--- src/rtl/riscv_ctrl_pkg.sv ---
// Shared control-path definitions: opcode constants used by the ID-stage
// decoder and the hazard detector, plus the shadow pipeline-stage record.
package riscv_ctrl_pkg;

  localparam logic [6:0] OP_ITYPE = 7'b0010011;
  localparam logic [6:0] OP_RTYPE = 7'b0110011;
  localparam logic [6:0] OP_LW    = 7'b0000011;
  localparam logic [6:0] OP_SW    = 7'b0100011;
  localparam logic [6:0] OP_BEQ   = 7'b1100011;

  // Register-address width the shadow record is built for.
  localparam int SHADOW_RD_W = 5;

  // What the hazard detector remembers about an instruction in flight:
  // its destination, whether it writes that destination, and whether it
  // is a load (result only available after MEM).
  typedef struct packed {
    logic [SHADOW_RD_W-1:0] rd;
    logic                   wr;
    logic                   ld;
  } shadow_t;

  localparam shadow_t SHADOW_BUBBLE = '{rd: '0, wr: 1'b0, ld: 1'b0};

endpackage

--- src/rtl/hazard_shadow_stage.sv ---
// One shadow pipeline stage: a register holding an in-flight instruction
// record. Asynchronous clear on rst_i; bubbleIn loads an empty record
// instead of dIn on the next rising edge.
module hazard_shadow_stage
  import riscv_ctrl_pkg::*;
#(
  parameter type stage_t = shadow_t
) (
  input  logic   clk_i,
  input  logic   rst_i,
  input  logic   bubbleIn,
  input  stage_t dIn,
  output stage_t qOut
);

  // Capture the incoming record, or an empty record when a bubble is inserted.
  always_ff @(posedge clk_i or posedge rst_i) begin
    if (rst_i) begin
      qOut <= '0;
    end else if (bubbleIn) begin
      qOut <= '0;
    end else begin
      qOut <= dIn;
    end
  end

endmodule

--- src/rtl/hazard_detect_unit.sv ---
// ID-stage hazard detector. Tracks its own shadow copies of the EX and MEM
// destination registers and raises a one-cycle bubble request (NoOp_o)
// together with PC / IF-ID hold whenever the ID instruction would read a
// value that is not yet forwardable:
//   - load-use          : load in EX feeding any ID source
//   - branch after ALU  : beq in ID reading an ALU result still in EX
//   - branch after load : beq in ID reading a load result still in MEM
// A lw followed by a dependent beq therefore stalls twice with no FSM.
// Optional feature macro: HAZARD_PERF_EN adds saturating stall / flush
// counters (StallCnt_o, FlushCnt_o) and the CNT_W parameter.
// There is no handshake here: every output is a per-cycle level derived
// combinationally from the ID fields and the registered shadows.
module hazard_detect_unit
  import riscv_ctrl_pkg::*;
#(
  parameter int REG_AW = 5
`ifdef HAZARD_PERF_EN
  ,
  parameter int CNT_W  = 32
`endif
) (
  input  logic              clk_i,
  input  logic              rst_i,
  input  logic [6:0]        Op_i,
  input  logic [REG_AW-1:0] RS1addr_i,
  input  logic [REG_AW-1:0] RS2addr_i,
  input  logic [REG_AW-1:0] RDaddr_i,
  input  logic              BranchTaken_i,
  output logic              NoOp_o,
  output logic              PCWrite_o,
  output logic              IFIDWrite_o,
  output logic              Flush_o
`ifdef HAZARD_PERF_EN
  ,
  output logic [CNT_W-1:0]  StallCnt_o,
  output logic [CNT_W-1:0]  FlushCnt_o
`endif
);

  // The shadow record is sized by the package; the two must agree.
  if (REG_AW != SHADOW_RD_W) begin : gBadWidth
    $error("hazard_detect_unit: REG_AW must equal SHADOW_RD_W");
  end

  logic    idWr;
  logic    idLd;
  logic    idBr;
  logic    idUsesRs1;
  logic    idUsesRs2;
  logic    matchEx;
  logic    matchMem;
  logic    stall;
  shadow_t idRec;
  shadow_t exStage;
  shadow_t memStage;

  // Classify the ID instruction; unknown opcodes touch no registers.
  always_comb begin
    idWr      = 1'b0;
    idLd      = 1'b0;
    idBr      = 1'b0;
    idUsesRs1 = 1'b0;
    idUsesRs2 = 1'b0;
    case (Op_i)
      OP_ITYPE: begin idWr = 1'b1; idUsesRs1 = 1'b1; end
      OP_RTYPE: begin idWr = 1'b1; idUsesRs1 = 1'b1; idUsesRs2 = 1'b1; end
      OP_LW:    begin idWr = 1'b1; idLd = 1'b1; idUsesRs1 = 1'b1; end
      OP_SW:    begin idUsesRs1 = 1'b1; idUsesRs2 = 1'b1; end
      OP_BEQ:   begin idBr = 1'b1; idUsesRs1 = 1'b1; idUsesRs2 = 1'b1; end
      default:  ;
    endcase
  end

  // Does a shadow stage's destination feed one of the ID sources? x0 never does.
  always_comb begin
    matchEx  = (exStage.rd != '0) &&
               ((idUsesRs1 && (exStage.rd == RS1addr_i)) ||
                (idUsesRs2 && (exStage.rd == RS2addr_i)));
    matchMem = (memStage.rd != '0) &&
               ((idUsesRs1 && (memStage.rd == RS1addr_i)) ||
                (idUsesRs2 && (memStage.rd == RS2addr_i)));
  end

  // Stall if any of the three unresolved-dependency cases applies.
  always_comb begin
    stall = (exStage.ld && matchEx) ||
            (idBr && exStage.wr && matchEx) ||
            (idBr && memStage.ld && matchMem);
  end

  // Drive the pipeline controls; reset forces the free-running values and a
  // stall suppresses the branch flush until the branch can actually resolve.
  always_comb begin
    NoOp_o      = 1'b0;
    PCWrite_o   = 1'b1;
    IFIDWrite_o = 1'b1;
    Flush_o     = 1'b0;
    if (!rst_i) begin
      if (stall) begin
        NoOp_o      = 1'b1;
        PCWrite_o   = 1'b0;
        IFIDWrite_o = 1'b0;
      end else begin
        Flush_o = BranchTaken_i & idBr;
      end
    end
  end

  // Record handed to the EX shadow when ID advances.
  always_comb begin
    idRec    = SHADOW_BUBBLE;
    idRec.rd = RDaddr_i;
    idRec.wr = idWr;
    idRec.ld = idLd;
  end

  hazard_shadow_stage #(.stage_t(shadow_t)) uExStage (
    .clk_i    (clk_i),
    .rst_i    (rst_i),
    .bubbleIn (stall),
    .dIn      (idRec),
    .qOut     (exStage)
  );

  hazard_shadow_stage #(.stage_t(shadow_t)) uMemStage (
    .clk_i    (clk_i),
    .rst_i    (rst_i),
    .bubbleIn (1'b0),
    .dIn      (exStage),
    .qOut     (memStage)
  );

`ifdef HAZARD_PERF_EN
  // Saturating count of stall cycles and issued flushes.
  always_ff @(posedge clk_i or posedge rst_i) begin
    if (rst_i) begin
      StallCnt_o <= '0;
      FlushCnt_o <= '0;
    end else begin
      if (stall && (StallCnt_o != '1)) begin
        StallCnt_o <= StallCnt_o + 1'b1;
      end
      if (Flush_o && (FlushCnt_o != '1)) begin
        FlushCnt_o <= FlushCnt_o + 1'b1;
      end
    end
  end
`endif

endmodule

--- config.mk ---
export PLATFORM = sky130hd
export DESIGN_NAME = hazard_detect_unit
export DESIGN_NICKNAME = d
export VERILOG_FILES = /design/src/rtl/riscv_ctrl_pkg.sv /design/src/rtl/hazard_shadow_stage.sv /design/src/rtl/hazard_detect_unit.sv
export SDC_FILE = /design/constraint.sdc
export NUM_CORES = 1
export LEC_CHECK = 0
export ABC_CLOCK_PERIOD_IN_PS = 2500
export CAP_MARGIN = 40
export CORE_UTILIZATION = 44
export CTS_BUF_LIST = sky130_fd_sc_hd__clkbuf_4
export DETAILED_ROUTE_END_ITERATION = 16
export GPL_ROUTABILITY_DRIVEN = 0
export GPL_TIMING_DRIVEN = 0
export PLACE_DENSITY = 0.77
export REMOVE_ABC_BUFFERS = 1
export SYNTH_ARGS = -nofsm -noshare
export SYNTH_HDL_FRONTEND = slang
export SYNTH_SLANG_ARGS = --single-unit
--- constraint.sdc ---
create_clock -name clk_i -period 2.5 [get_ports clk_i]
set_clock_uncertainty 0.05 [all_clocks]
set_input_delay 0.5 -clock clk_i [delete_from_list [all_inputs] [get_ports clk_i]]
set_output_delay 0.5 -clock clk_i [all_outputs]
set_load 0.02 [all_outputs]
==> results.toml <==
[hold_path]
hp-start = "uExStage.qOut[0]"
whs_path_depth = 0
hold_class = "flip-flop to flip-flop"

[clocking]
clkTransAtPathRegs_ps = 70
cts_buffer_depth = 2
cts_root_buf = "clkbuf_4"
cts.sinks = 13
cts_buffers = 3
h-tree-depth = 1
cts_tree = "yes"
hold_buffers = 0
clock_latency_ps = 260

[placement]
place_ws_ps = -930
io_buffers = 28
dp.cells = 111

[timing]
worst_pin_slew_ps = 489
hold_viol = 0
period_share = 1.07
slew_headroom = 0.673
setup_viol = 4
rsz0062_at_grt = "true"
max_freq_ghz = 0.373
finalMaxSlewViolations = 0
setup_tns_ps = -614
hold_slack_ps = 348
setup_ws_ps = -178
layout_min_cycle_time_ps = 2680

[worst_setup_path]
crit_path_end_kind = "output pin"
critPathArrivalTime_ps = 2130
required_ps = 1950
startpoint_type = "input port"
r2r.worst_path.cells = 6
cp-startpoint = "RS2addr_i[3]"
crit_type = "input port to output pin"
critPathMaxFanout = 5
rr_startpoint = "uExStage.qOut[2]"

[synth]
async_reset_ff_frac = 1.00
ys_top_cells_by_area = "dfrtp_1, xor2_1, and2_1, o32a_4, nor4_4"
seq_area_frac_synth = 0.428
synthMostInstantiatedCell = "xor2_1"
synth-edff-count = 0
synth_area_per_cell_um2 = 11.2
synth_common_cells = "xor2_1, dfrtp_1, and2_1"
ys.flop_type = "dfrtp_1"
synth.largest_area_cell = "dfrtp_1"
synthCells = 68
synth_area_um2 = 759
synth.distinct_cells = 25
ys_warn_count = 0
ys_ff_latch = 13
synth_top_area_share = 0.428

[grt]
antenna_found_initial = 0
grt_first_pass_wirelength_um = 2840
overflow = 0
grt_max_degree = 15
grt_usage = 0.207
grt_pass1_vias = 671

[floorplanning]
std_cell_rows = 14
die_x_um = 43.5
die_y_um = 43.5
ios = 29
start_util = 0.487
dieArea_mm2 = 0.00190
core_mm2 = 0.00156

[routing]
first_pass_iters = 9
vias = 639
postRouteAntennaNets = 0
route.detailed.drc = 4
drt_iter0_markers = 7
vias_per_cell = 5.20
wl_um = 1730
wl_per_cell_um = 14.0

[finish]
drive_above_1_share = 0.383
fin_cells = 123
finalNetCount = 133
multi_input_area_um2 = 498
seq_area_um2 = 330
antenna_cells = 0
syn2layout_area_growth_pct = 58.6
fill_cells = 122

[pwr]
powerDensity_mw_per_mm2 = 385
peakVddDrop_v = 0.000297
power_uw = 463
p_leak_nw = 0.525

[run_status]
outcome = "finished with violations"
violations = "DRC, setup timing"

[run]
maxCapViolations = 0
==> layout by cell type, fill, tap and decap left out, drive strengths merged <==
cell type      Yosys  final
a21bo              1      1
a21oi              2      2
a22oi              2      2
a31oi              1      1
and2               5      5
and3               3      3
and4               1      1
buf                1     14
clkbuf             0      5
clkdlybuf4s15      0      5
clkdlybuf4s50      0      7
dfrtp             13     13
dlygate4sd2        0      9
inv                1      1
nor2               4      4
nor2b              1      1
nor3               1      1
nor4               4      4
nor4bb             1      1
o211ai             1      1
o21ai              1      1
o32a               1      1
or2                1      1
or2b               1      1
or4                2      2
xor2              20     20
==> area by class of cell <==
class,count,share of cell area
well taps,16,0.0166
repair buffers,36,0.268
clock buffers,4,0.0249
inverters,1,0.00312
multi-input cells,53,0.413
flip-flops and latches,13,0.274
==> path summary, 6_finish.rpt <==
path	end	slack, ps
worst max-delay path	IFIDWrite_o	-180
min in group asynchronous	uExStage.qOut[1]	630
worst min-delay path	uMemStage.qOut[0]	350
worst max register to register	uExStage.qOut[5]	590
max in group asynchronous	uExStage.qOut[2]	1410
worst min register to register	uMemStage.qOut[0]	350
==> stage by stage <==
step	utilization	instance area [µm²]
6_report	0.773	1200
5_1_grt	0.773	1200
4_1_cts	0.748	1170
3_5_place_dp	0.675	1050
3_3_place_gp	0.675	1050
2_1_floorplan	-	752
==> report_power, final <==
group          switching [mW]  internal (mW)  total (mW)
Combinational          0.0450         0.0554       0.100
Clock                  0.0597         0.0725       0.132
Sequential             0.0112          0.219       0.231
Total                   0.116          0.347       0.463
==> critical path: stages <==
cell	delay (ps)
dlygate4sd2_1	270
xor2_1	170
nor4_1	370
a22oi_1	180
o32a_4	260
or2_4	250
buf_6	130
==> per-layer routing <==
layer | wire length [µm] | GRT usage
met5 | 0 | 0
met4 | 18 | 0.0750
met3 | 86 | 0.0167
met2 | 856 | 0.370
met1 | 764 | 0.261
==> registers in the layout, indices dropped and copies added (netlist names) <==
name,count
uExStage.qOut,7
uMemStage.qOut,6
==> repair_timing <==
item                                    in CTS  in global routing
gates resized for setup                     68                  7
setup buffers                                5                  3
endpoints found under the setup margin       4                  4
pin swaps                                   16                  6
==> cells by family after synthesis <==
group,after synthesis,share of synthesized area
AO/OA/AOI/OAI,9,0.100
XOR/XNOR,20,0.231
buffers and inverters,2,0.0148
flip-flops,13,0.428
AND/OR/NAND/NOR,24,0.226
No activity file was read; power rests on OpenSTA's default activity.
